--- config.mk ---
export PLATFORM = sky130hd
export DESIGN_NAME = hazard_sched
export DESIGN_NICKNAME = d
export VERILOG_FILES = /design/src/rtl/hazard_sched.sv
export SDC_FILE = /design/constraint.sdc
export NUM_CORES = 1
export LEC_CHECK = 0
export CAP_MARGIN = 20
export CORE_UTILIZATION = 39
export DETAILED_ROUTE_END_ITERATION = 10
export HOLD_SLACK_MARGIN = 0.03
export PLACE_DENSITY = 0.8
export SYNTH_ARGS = -nofsm -noshare
export SYNTH_HDL_FRONTEND = slang
export SYNTH_SLANG_ARGS = --single-unit
export TNS_END_PERCENT = 5
--- constraint.sdc ---
create_clock -name clk -period 2.2 [get_ports clk]
set_clock_uncertainty 0.15 [all_clocks]
set_input_delay 0.22 -clock clk [delete_from_list [all_inputs] [get_ports clk]]
set_output_delay 0.22 -clock clk [all_outputs]
set_load 0.02 [all_outputs]
--- src/rtl/hazard_sched.sv ---
// hazard_sched: central stall / flush / forwarding scheduler for the 5-stage
// pipeline. It is the only block that asserts keep/nop on the pipeline
// registers.
//
// Parameters
//   LOAD_LAT     : bubble cycles inserted on a load-use hazard (1..7)
//   FLUSH_CYCLES : squash cycles after a taken branch/jump (1..7)
//
// Ports
//   clk, rst                  : clock, asynchronous active-low reset
//   id_valid, id_rs1, id_rs2  : ID-stage instruction and its source registers
//   id_use_rs1, id_use_rs2    : ID instruction actually reads rs1 / rs2
//   ex_regwrite, ex_memread, ex_rd : EX destination info (load detection)
//   mem_regwrite, mem_rd      : MEM destination info (forwarding)
//   wb_regwrite, wb_rd        : WB destination info (forwarding)
//   br_taken                  : EX resolved a taken branch/jal/jalr
//   dmem_req, dmem_ack        : data-memory handshake seen by MEM
//   pc_keep, if_keep, id_keep, ex_keep : hold the corresponding registers
//   id_nop                    : load a bubble into ID/EX
//   if_flush                  : load a bubble into IF/ID
//   fwd_rs1, fwd_rs2          : 00 regfile, 01 MEM result, 10 WB result
//   busy_state                : current FSM state (debug)
//
// Optional feature (macro HAZARD_SCHED_PERF_EN): adds perf_clr input and the
// saturating perf_stall_cnt / perf_flush_cnt / perf_memwait_cnt outputs.
//
// Handshake: a data access is outstanding while dmem_req=1 and completes in
// the cycle dmem_ack=1; every cycle with dmem_req=1 and dmem_ack=0 is a
// memory-wait cycle that freezes the whole pipeline.
module hazard_sched #(
  parameter int LOAD_LAT     = 1,
  parameter int FLUSH_CYCLES = 1
) (
  input  logic       clk,
  input  logic       rst,
  input  logic       id_valid,
  input  logic [4:0] id_rs1,
  input  logic [4:0] id_rs2,
  input  logic       id_use_rs1,
  input  logic       id_use_rs2,
  input  logic       ex_regwrite,
  input  logic       ex_memread,
  input  logic [4:0] ex_rd,
  input  logic       mem_regwrite,
  input  logic [4:0] mem_rd,
  input  logic       wb_regwrite,
  input  logic [4:0] wb_rd,
  input  logic       br_taken,
  input  logic       dmem_req,
  input  logic       dmem_ack,
`ifdef HAZARD_SCHED_PERF_EN
  input  logic        perf_clr,
  output logic [31:0] perf_stall_cnt,
  output logic [31:0] perf_flush_cnt,
  output logic [31:0] perf_memwait_cnt,
`endif
  output logic       pc_keep,
  output logic       if_keep,
  output logic       id_keep,
  output logic       id_nop,
  output logic       if_flush,
  output logic       ex_keep,
  output logic [1:0] fwd_rs1,
  output logic [1:0] fwd_rs2,
  output logic [1:0] busy_state
);

  typedef enum logic [1:0] {
    RUN     = 2'b00,
    LDSTALL = 2'b01,
    FLUSH   = 2'b10,
    MEMWAIT = 2'b11
  } state_t;

  localparam logic [2:0] LOAD_RELOAD  = 3'(LOAD_LAT - 1);
  localparam logic [2:0] FLUSH_RELOAD = 3'(FLUSH_CYCLES - 1);

  state_t     state, state_nxt;
  state_t     saved_state, saved_nxt;  // state to resume after a memory wait
  logic [2:0] cnt, cnt_nxt;
  logic       lu, mw;
  logic       do_stall, do_flush, do_mem;

  assign lu = id_valid & ex_memread & ex_regwrite & (ex_rd != 5'd0) &
              ((id_use_rs1 & (id_rs1 == ex_rd)) |
               (id_use_rs2 & (id_rs2 == ex_rd)));
  assign mw = dmem_req & ~dmem_ack;

  always_comb begin
    do_stall  = 1'b0;
    do_flush  = 1'b0;
    do_mem    = 1'b0;
    state_nxt = state;
    saved_nxt = saved_state;
    cnt_nxt   = cnt;
    if (mw) begin
      // Freeze everything; the counter and the interrupted state are kept.
      do_mem    = 1'b1;
      state_nxt = MEMWAIT;
      if (state != MEMWAIT) saved_nxt = state;
    end else if (br_taken) begin
      do_flush = 1'b1;
      if (FLUSH_CYCLES > 1) begin
        state_nxt = FLUSH;
        cnt_nxt   = FLUSH_RELOAD;
      end else begin
        state_nxt = RUN;
        cnt_nxt   = 3'd0;
      end
    end else begin
      case (state)
        LDSTALL: begin
          do_stall  = 1'b1;
          cnt_nxt   = cnt - 3'd1;
          state_nxt = (cnt <= 3'd1) ? RUN : LDSTALL;
        end
        FLUSH: begin
          do_flush  = 1'b1;
          cnt_nxt   = cnt - 3'd1;
          state_nxt = (cnt <= 3'd1) ? RUN : FLUSH;
        end
        default: begin
          // RUN, or the ack cycle leaving MEMWAIT (evaluated as RUN).
          if (lu) begin
            do_stall = 1'b1;
            if (LOAD_LAT > 1) begin
              state_nxt = LDSTALL;
              cnt_nxt   = LOAD_RELOAD;
            end else begin
              state_nxt = RUN;
              cnt_nxt   = 3'd0;
            end
          end else if (state == MEMWAIT) begin
            // No new event: pick up where the wait interrupted us.
            state_nxt = saved_state;
          end else begin
            state_nxt = RUN;
          end
        end
      endcase
    end
  end

  always_ff @(posedge clk or negedge rst) begin
    if (!rst) begin
      state       <= RUN;
      saved_state <= RUN;
      cnt         <= 3'd0;
    end else begin
      state       <= state_nxt;
      saved_state <= saved_nxt;
      cnt         <= cnt_nxt;
    end
  end

  function automatic logic [1:0] fwd_sel(input logic [4:0] rs);
    if (mem_regwrite && mem_rd != 5'd0 && mem_rd == rs) return 2'b01;
    if (wb_regwrite && wb_rd != 5'd0 && wb_rd == rs)    return 2'b10;
    return 2'b00;
  endfunction

  // Outputs are forced low while reset is asserted, independent of inputs.
  assign pc_keep    = rst & (do_stall | do_mem);
  assign if_keep    = rst & (do_stall | do_mem);
  assign id_keep    = rst & do_mem;
  assign ex_keep    = rst & do_mem;
  assign id_nop     = rst & (do_stall | do_flush) & ~do_mem;
  assign if_flush   = rst & do_flush;
  assign fwd_rs1    = rst ? fwd_sel(id_rs1) : 2'b00;
  assign fwd_rs2    = rst ? fwd_sel(id_rs2) : 2'b00;
  assign busy_state = state;

`ifdef HAZARD_SCHED_PERF_EN
  always_ff @(posedge clk or negedge rst) begin
    if (!rst) begin
      perf_stall_cnt   <= 32'd0;
      perf_flush_cnt   <= 32'd0;
      perf_memwait_cnt <= 32'd0;
    end else if (perf_clr) begin
      perf_stall_cnt   <= 32'd0;
      perf_flush_cnt   <= 32'd0;
      perf_memwait_cnt <= 32'd0;
    end else begin
      if (pc_keep && !ex_keep && perf_stall_cnt != 32'hFFFF_FFFF)
        perf_stall_cnt <= perf_stall_cnt + 32'd1;
      if (if_flush && perf_flush_cnt != 32'hFFFF_FFFF)
        perf_flush_cnt <= perf_flush_cnt + 32'd1;
      if (ex_keep && perf_memwait_cnt != 32'hFFFF_FFFF)
        perf_memwait_cnt <= perf_memwait_cnt + 32'd1;
    end
  end
`endif

endmodule

==> out/metrics.yaml <==
yosys.area.top_type: "xor2_1"
hold_slack_ns: 0.2008
intPower_mw: 0.4000
vias_per_cell: 5.306
synth_cells: 108
initial_core_util: 0.4140
crit_path_end_kind: "primary output"
port_buffers: 48
yosysSeqAreaShare: 0.1913
ant_nets: 0
grt_max_degree: 13
diodes: 0
fin_crit_ns: 2.219
p_sw_mw: 0.2179
tightest_slew_ns: 0.3014
drtIter0Drc: 16
comb_power_share: 0.540
area_growth_pct: 85.66
synth.avg_cell_area_um2: 8.480
failed_checks: "DRC, setup timing"
ys_seq_elements: 7
rows: 17
max-vdd-ir-drop_uv: 191.9
drtPass1Iterations: 7
cts_post_setup_buffers_inserted: 0
switching_share: 0.3526
drc: 2
totalWireLength_mm: 3.135
track_usage: 0.2430
fillers: 155
fmax_mhz: 450.6
path_class: "input pin to primary output"
crit_top_cell: "nor4_2"
gp_congestion: 0.8369
crit_slowest_cell: "or4_4"
setup_ws_ns: -0.01907
hold_path_class: "input pin to async pin"
cp-start-kind: "input pin"
cap_violations: 0
synth.distinct_cells: 34
yosys.area.top_type_share: 0.2104
wl_per_cell_um: 14.51
maxSlewHeadroom: 0.7972
crit_path_cell_trace: "clkdlybuf4s50_1 > or4_4 > o21ai_4 > nor4_2 > nor4_2 > buf_4"
cp.required_ns: 1.83
vias: 1146
dieWidth_um: 50.46
ios: 49
clock_path_buffers: 2
die_h_um: 50.46
rsz0062_at_grt: "yes"
antenna_found_initial: 0
insertion_delay_ns: 0.24
tns_ns: -0.05482
power.density_nw_per_um2: 363.4
netlist_area_um2: 915.9
seqPwrFrac: 0.279
cp_slowest_stage_delay_ns: 0.56
grt_pass1_wl_mm: 4.788
critPathMaxFanout: 2
h-tree-depth: 1
clkPwrFrac: 0.181
finalSetupViolations: 4
nets: 231
cts-root-buf: "clkbuf_4"
gr-total-overflow: 0
ys_warn_count: 0
syn_nets: 150
postCtsHoldBufs: 0
grt_pass1_vias: 1162
numCtsBuffers: 3
post-route-period-util: 1.009
timing.final.hold_violations: 0
dp.final_hpwl_mm: 2.430
status: "finished, violations left"
drive_above_1_share: 0.2979
synth_area_leaders: "xor2_1 (21%), dfrtp_1 (19%), xnor2_1 (7.7%), ha_1 (6.8%), nor4_1 (3.4%)"
coreArea_um2: 2212
die_area_um2: 2546
drv_slew: 0
leakagePower_nw: 0.7851
cts_tree: "yes"
arrival_ns: 1.85
clk_pin_slew_ns: 0.05
cts.sink_count: 7
==> layout make-up <==
class / count / area (um^2) / share of cell area
well taps: 28 / 35.03 / 0.02060
clock buffers: 4 / 26.28 / 0.01545
inverters: 5 / 18.77 / 0.01104
flip-flops and latches: 7 / 175.2 / 0.1030
multi-input cells: 94 / 758.2 / 0.4459
repair buffers: 78 / 686.9 / 0.4040
==> stage by stage <==
stage | power (mW) | util | worst slack, ns | std cells | instance area, um^2
2_1_floorplan | 0.3112 | - | 0.08255 | 108 | 918.4
3_3_place_gp | 0.4845 | 0.7432 | -0.5293 | 212 | 1644
3_5_place_dp | 0.5000 | 0.7432 | -0.5758 | 212 | 1644
4_1_cts | 0.6094 | 0.7489 | 0.02371 | 216 | 1657
5_1_grt | 0.6620 | 0.7687 | -0.06636 | 216 | 1700
6_report | 0.6179 | 0.7687 | -0.01907 | 216 | 1700
==> state kept, by name, indices dropped and copies added (netlist names) <==
register     flops
cnt              3
busy_state       2
saved_state      2
==> Yosys cell counts, drive strengths merged <==
cell / n
xor2: 22
xnor2: 8
dfrtp: 7
nor2: 7
nor4: 7
o21ai: 6
and2: 5
ha: 5
inv: 5
nand2: 5
a21oi: 4
nand3: 4
or4: 4
buf: 2
mux2: 2
nor2b: 2
a31oi: 1
a32oi: 1
and3: 1
and4b: 1
nand2b: 1
nand4: 1
nor3: 1
nor3b: 1
o211ai: 1
o21bai: 1
o31a: 1
o31ai: 1
o41a: 1
==> worst max-delay path, delay by kind of cell <==
kind / cells / cell delay [ns]
buf+inv: 2 / 0.64
simple gates: 3 / 0.80
compound gates: 1 / 0.19
==> power by group through the flow <==
stage | registers [mW] | clock network, mW | logic [mW]
6_report | 0.172 | 0.112 | 0.334
5_1_grt | 0.175 | 0.123 | 0.363
4_1_cts | 0.173 | 0.118 | 0.319
3_5_place_dp | 0.175 | 0 | 0.325
3_3_place_gp | 0.172 | 0 | 0.312
2_1_floorplan | 0.175 | 0 | 0.136
==> worst paths after layout <==
check	from	end	slack (ns)	cells after the start
worst max-delay path	mem_rd[1]	fwd_rs2[1]	-0.02	6
worst min-delay path	rst	cnt[0]$_DFFE_PN0P_	0.20	2
worst max register to register	busy_state[1]$_DFF_PN0_	cnt[2]$_DFFE_PN0P_	0.63	6
worst min register to register	saved_state[1]$_DFFE_PN0P_	saved_state[1]$_DFFE_PN0P_	0.37	1
max in group asynchronous	rst	saved_state[0]$_DFFE_PN0P_	1.55	2
min in group clk	saved_state[1]$_DFFE_PN0P_	saved_state[1]$_DFFE_PN0P_	0.37	1
==> repair_timing <==
| item | in CTS | in global routing |
|---|---|---|
| endpoints found under the setup margin | 7 | 9 |
| pin swaps | 9 | 5 |
| gates resized for setup | 57 | 17 |
==> layer usage <==
layer | share of wire | vias to the layer above | GRT usage
met5 | 0 | - | 0
met4 | 0.031 | 0 | 0.09259
met3 | 0.054 | 11 | 0.02424
met2 | 0.56 | 54 | 0.4822
met1 | 0.36 | 538 | 0.2565
li1 | - | 543 | -
==> kinds of logic (layout without fill, tap and decap cells) <==
| logic type | after synthesis | after routing | synth area share |
|---|---|---|---|
| flops | 7 | 7 | 0.1913 |
| xor+xnor | 30 | 30 | 0.2869 |
| mux | 2 | 2 | 0.02459 |
| simple gates | 40 | 40 | 0.2705 |
| buf+inv | 7 | 87 | 0.03688 |
| compound gates | 17 | 17 | 0.1216 |
| fa+ha+maj | 5 | 5 | 0.06831 |
==> placed cells by master (no fill, tap or decap), types with 2 or more instances in the layout <==
| master | n |
|---|---|
| dlygate4sd2_1 | 9 |
| nand2_1 | 5 |
| a21oi_1 | 4 |
| mux2_2 | 2 |
| and2_2 | 2 |
| xor2_1 | 22 |
| nor4_2 | 3 |
| clkbuf_4 | 3 |
| ha_1 | 5 |
| o21ai_0 | 5 |
| clkdlybuf4s50_1 | 21 |
| buf_6 | 4 |
| nand3_1 | 3 |
| buf_2 | 3 |
| and2_1 | 2 |
| dfrtp_1 | 7 |
| xnor2_2 | 2 |
| or4_1 | 3 |
| nor2_1 | 7 |
| xnor2_1 | 6 |
| nor4_1 | 3 |
| buf_4 | 30 |
| dlymetal6s2s_1 | 3 |
| clkdlybuf4s15_1 | 7 |
| inv_1 | 5 |
(Power assumes the default switching activity.)
